[src/rtl/sram_loader.sv]
// sram_loader: synthesizable SRAM preload engine. Accepts a valid/ready word
// stream and writes it into the SRAM from a programmable base address, with an
// optional readback pass that compares a modular checksum of what was written
// against a checksum of what reads back.
module sram_loader #(
  parameter int DATA_W    = 32,
  parameter int ADDR_W    = 7,
  parameter bit VERIFY_EN = 1'b1
) (
  input  logic              clk,
  input  logic              rst_n,
  input  logic              start,
  input  logic              verify,
  input  logic              abort,
  input  logic [ADDR_W-1:0] base_addr,
  input  logic [ADDR_W:0]   word_count,
  input  logic [DATA_W-1:0] in_data,
  input  logic              in_valid,
  output logic              in_ready,
  output logic [ADDR_W-1:0] sram_addr,
  output logic [DATA_W-1:0] sram_datain,
  output logic              sram_write_pulse,
  output logic              sram_read_pulse,
  output logic              sram_addr_ready,
  input  logic [DATA_W-1:0] sram_dataout,
  output logic              busy,
  output logic              done,
  output logic              error,
  output logic [ADDR_W:0]   words_done
);

  typedef enum logic [2:0] {
    S_IDLE, S_ACCEPT, S_WPULSE, S_WGAP, S_RPULSE, S_RCAP, S_CHECK, S_DONE
  } state_t;

  state_t              state_q, state_d;
  logic [ADDR_W-1:0]   base_q;
  logic [ADDR_W:0]     count_q;
  logic [ADDR_W:0]     reads_q;
  logic [ADDR_W:0]     reads_next;
  logic                verify_q;
  logic [DATA_W-1:0]   wsum_q;
  logic [DATA_W-1:0]   rsum_q;
  logic                last_write;

  assign reads_next = reads_q + 1'b1;
  // words_done has already been bumped in WPULSE when WGAP evaluates this.
  assign last_write = (words_done == count_q);

  // State register.
  always_ff @(posedge clk or negedge rst_n) begin
    if (!rst_n) state_q <= S_IDLE;
    else        state_q <= state_d;
  end

  // Next-state logic; abort overrides every transition.
  always_comb begin
    // NOTE: assigning a default before the case keeps every path driven, so no latch is inferred.
    state_d = state_q;
    if (abort) begin
      state_d = S_IDLE;
    end else begin
      case (state_q)
        S_IDLE:   if (start) state_d = (word_count == '0) ? S_DONE : S_ACCEPT;
        S_ACCEPT: if (in_valid) state_d = S_WPULSE;
        S_WPULSE: state_d = S_WGAP;
        S_WGAP: begin
          if (!last_write)   state_d = S_ACCEPT;
          else if (verify_q) state_d = S_RPULSE;
          else               state_d = S_DONE;
        end
        S_RPULSE: state_d = S_RCAP;
        S_RCAP:   state_d = (reads_next < count_q) ? S_RPULSE : S_CHECK;
        S_CHECK:  state_d = S_DONE;
        S_DONE:   state_d = S_IDLE;
        default:  state_d = S_IDLE;
      endcase
    end
  end

  // Output decode; abort suppresses strobes, handshake and done in its cycle.
  always_comb begin
    in_ready         = 1'b0;
    sram_write_pulse = 1'b0;
    sram_read_pulse  = 1'b0;
    done             = 1'b0;
    busy             = (state_q != S_IDLE);
    if (!abort) begin
      case (state_q)
        S_ACCEPT: in_ready         = 1'b1;
        S_WPULSE: sram_write_pulse = 1'b1;
        S_RPULSE: sram_read_pulse  = 1'b1;
        S_DONE:   done             = 1'b1;
        default:  ;
      endcase
    end
  end

  assign sram_addr_ready = sram_write_pulse | sram_read_pulse;

  // Datapath: job parameters latched at start, write data, address, counters, sums.
  always_ff @(posedge clk or negedge rst_n) begin
    // NOTE: non-blocking assignments make every register see pre-edge values, independent of statement order.
    if (!rst_n) begin
      base_q      <= '0;
      count_q     <= '0;
      verify_q    <= 1'b0;
      reads_q     <= '0;
      wsum_q      <= '0;
      rsum_q      <= '0;
      sram_addr   <= '0;
      sram_datain <= '0;
      words_done  <= '0;
      error       <= 1'b0;
    end else if (!abort) begin
      case (state_q)
        S_IDLE: begin
          if (start) begin
            base_q     <= base_addr;
            count_q    <= word_count;
            verify_q   <= verify & VERIFY_EN;
            words_done <= '0;
            error      <= 1'b0;
            wsum_q     <= '0;
            sram_addr  <= base_addr;
          end
        end
        S_ACCEPT: begin
          if (in_valid) begin
            sram_datain <= in_data;
            wsum_q      <= wsum_q + in_data;
          end
        end
        S_WPULSE: words_done <= words_done + 1'b1;
        S_WGAP: begin
          if (last_write && verify_q) begin
            sram_addr <= base_q;
            rsum_q    <= '0;
            reads_q   <= '0;
          end else begin
            sram_addr <= sram_addr + 1'b1;
          end
        end
        S_RCAP: begin
          rsum_q    <= rsum_q + sram_dataout;
          sram_addr <= sram_addr + 1'b1;
          reads_q   <= reads_next;
        end
        S_CHECK: error <= (rsum_q != wsum_q);
        default: ;
      endcase
    end
  end

endmodule

[config.mk]
export PLATFORM = sky130hd
export DESIGN_NAME = sram_loader
export DESIGN_NICKNAME = d
export VERILOG_FILES = /design/src/rtl/sram_loader.sv
export SDC_FILE = /design/constraint.sdc
export NUM_CORES = 1
export LEC_CHECK = 0
export CORE_AREA = 4 4 149 151
export DETAILED_ROUTE_END_ITERATION = 16
export DIE_AREA = 0 0 153 155
export DONT_BUFFER_PORTS = 1
export HOLD_SLACK_MARGIN = 0.05
export SYNTH_ARGS = -nofsm -noshare
export SYNTH_HDL_FRONTEND = slang
export SYNTH_SLANG_ARGS = --single-unit
[constraint.sdc]
create_clock -name clk -period 3.5 [get_ports clk]
set_input_delay 0.7 -clock clk [delete_from_list [all_inputs] [get_ports clk]]
set_output_delay 0.7 -clock clk [all_outputs]
set_load 0.01 [all_outputs]
==> results.yml <==
synth:
  async_flop_share_pct: 100.0
  syn_inst: 1077
  synth_area_mm2: 0.009300
  synthTopCellsByArea: "dfrtp_1 37%, ha_1 9.7%, nand2_1 9.6%, xnor2_1 5.7%, xor2_1 4.7%"
  synth_nets: 1236
  synth_edf_count: 0
  yosysTopAreaCell: "dfrtp_1"
  yosys_register_bits: 139
  syn_avg_cell_area_um2: 8.635
  ys.flop_type: "dfrtp_1"
  ys_seq_area_share_pct: 37.40
  ys_warn_count: 0
  synth_top_cell_area_share_pct: 37.40
  ys_types: 68
route:
  drc: 0
  finalWirelength_um: 24770
  vias: 7640
  wl_per_cell_um: 18.27
  ant_nets: 0
  drt_pre_antenna_iters: 5
  drtIter0Drc: 520
  via_per_inst: 5.634
layout:
  final_nets: 1227
  antenna_cells: 0
  final_cell_area_mm2: 0.01015
  final_cells: 1356
  drive_above_1_share_pct: 5.458
  area_delta_synth_final_pct: 9.175
worst_setup_path:
  cpMaxStageDelayCell: "dfrtp_1"
  crit_chain: "ha_1, fa_1, a211oi_1, o21ai_0, a22oi_1, o211ai_1, nand4_1, a21boi_1, a221oi_1, xor2_1, o21ai_1"
  arrival_ns: 3.47
  critPathMaxFanout: 3
  max_stage_delay_ns: 0.45
  worstPathRequired_ns: 3.77
  crit_path_start_kind: "flip-flop"
  crit_type: "reg -> reg"
  endpoint_kind: "flip-flop"
cts:
  numCtsBuffers: 17
  cts_resized: 0
  h-tree-depth: 4
  cts_buffer_depth: 2
  cts_sinks: 139
  cts_tree: "done"
  cts_setup_buffers: 0
  clock_latency_ns: 0.42
  cts-root-buf: "clkbuf_16"
  cts.clk_slew.worst_paths_ns: 0.07
power_and_ir_drop:
  comb_power_share_pct: 44.7
  power.switching_mw: 3.909
  p_sw_share_pct: 44.07
  clkPwrFrac_pct: 20.0
  p_int_mw: 4.961
  pwr-share-seq_pct: 35.3
  power_density_mw_per_mm2: 873.7
  p_leak_nw: 4.825
  peakVddDrop_mv: 0.3883
  power_mw: 8.871
sta:
  setup_violations: 0
  finalSetupTns_ns: 0
  finalHoldViolCount: 41
  max_freq_mhz: 312.7
  worst_clock_skew_ns: 0.01008
  rsz0062_at_grt: "no"
  period_share_pct: 91.37
  fin_crit_ns: 3.198
  slew_headroom_pct: 49.24
  hold_ws_ns: -0.02371
  slew_viol_final: 0
  worstMarginPinSlew_ns: 0.7614
floorplan:
  start_util_pct: 44.66
  coreArea_mm2: 0.02082
  num_rows: 53
  fp.dieArea_mm2: 0.02372
  dieWidth_um: 153
  die_y_um: 155
  io_pins: 139
placed_design:
  io_buffers: 0
  place_area_mm2: 0.009579
  hpwl_um: 18470
  place_congestion: 0.9368
  placedCellCount: 1324
global_route:
  grt.overflow.total: 0
  grtUsageTotal_pct: 20.79
  antenna_found_initial: 1
  grt_max_degree: 140
  grt_pass1_vias: 7479
  grt_pass1_wl_um: 40030
run:
  maxCapViolations: 0
worst_hold_path:
  holdCritPathClass: "in -> async"
run_status:
  violations: "hold timing"
  outcome: "finished, violations left"
==> worst max-delay path: cells and delay by family, from the launching register on <==
family                     cells  cell delay (ns)
adders and majority gates      2             0.70
and+or+nand+nor                1             0.16
AOI/OAI and AO/OA              7             1.56
xor gates and xnor gates       1             0.17
DFF                            1             0.45
==> through the flow <==
step                setup WS (ns)  utilization (%)
CTS                        0.2932            48.76
floorplan                  0.3828                -
detailed placement         0.1104            46.00
global placement           0.1924            46.00
finish                     0.3020            48.76
global route              0.05007            48.76
==> power groups by stage <==
stage          clock network [mW]  registers, mW  logic [mW]
5_1_grt                      1.88           3.23        4.52
3_3_place_gp                    0           3.17        3.88
4_1_cts                      1.81           3.15        3.97
2_1_floorplan                   0           2.83        3.29
3_5_place_dp                    0           3.18        3.93
6_report                     1.77           3.13        3.96
==> synth_stat cells (all sizes together) (12+ instances only) <==
cell type / n
a21o: 27
a21oi: 71
a22o: 16
and3: 13
clkbuf: 33
dfrtp: 139
ha: 72
inv: 23
nand2: 238
nand3: 24
nand4: 16
nor2: 49
nor3: 12
o21ai: 96
xnor2: 60
xor2: 50
==> sequential cells by signal, summed over array words and instances, names as in the netlist, 3 cells and up <==
register     cells
rsum_q          32
sram_datain     32
wsum_q          32
count_q          8
reads_q          8
words_done       8
base_q           7
sram_addr        7
state_q          3
==> path summary, 6_finish.rpt <==
check / startpoint / endpoint / slack [ns] / depth (start not counted)
worst max-delay path: rsum_q[0] / rsum_q[30] / 0.30 / 11
worst min-delay path: rst_n / sram_datain[21] / -0.02 / 0
worst max register to register: rsum_q[0] / rsum_q[30] / 0.30 / 11
worst min register to register: base_q[3] / base_q[3] / 0.48 / 2
max in group asynchronous: rst_n / sram_datain[16] / 3.28 / 0
min in group clk: abort / rsum_q[6] / 0.38 / 1
==> kinds of logic (layout without fill, tap and decap cells) <==
kind of cell               count (synthesis)  in the layout  synth area share (%)
adders and majority gates                 74             74                 10.12
xor gates and xnor gates                 110            110                 10.36
AOI/OAI and AO/OA                        288            288                 19.98
DFF                                      139            139                 37.40
and+or+nand+nor                          399            399                 18.98
muxes                                      6              6                0.6592
buffers and inverters                     61             65                 2.502
==> layout make-up <==
class,instances,area [um2]
multi-input cells,877,5595
inverters,23,86.33
fillers,2005,10670
well taps,275,344.1
clock buffers,17,425.4
repair buffers,10,75.07
clock inverters,15,148.9
flip-flops and latches,139,3478
==> cell usage in the layout (no fill, tap or decap), types with 8 or more instances in the layout <==
cell type,count
o21bai_1,9
a21o_1,27
clkbuf_16,17
xnor2_1,60
dfrtp_1,139
inv_1,23
nor3_1,11
a22oi_1,10
nand3_1,24
buf_4,10
o21ai_0,87
a21oi_1,70
xor2_1,50
and3_1,11
o21ai_1,8
nand2_1,237
nand4_1,16
nor2_1,48
ha_1,72
a22o_1,16
==> routing by layer <==
layer  global-route usage [%]  share of wire, %  up-vias  wire (um)
met1                    28.84                47     3605      11530
met2                    32.46                45      213      11210
met3                    5.702               6.5       20       1622
met5                        0             0.032        -          8
met4                    5.218               1.6        2        393
li1                         -                 -     3800          -
No activity file was read; power rests on OpenSTA's default activity.
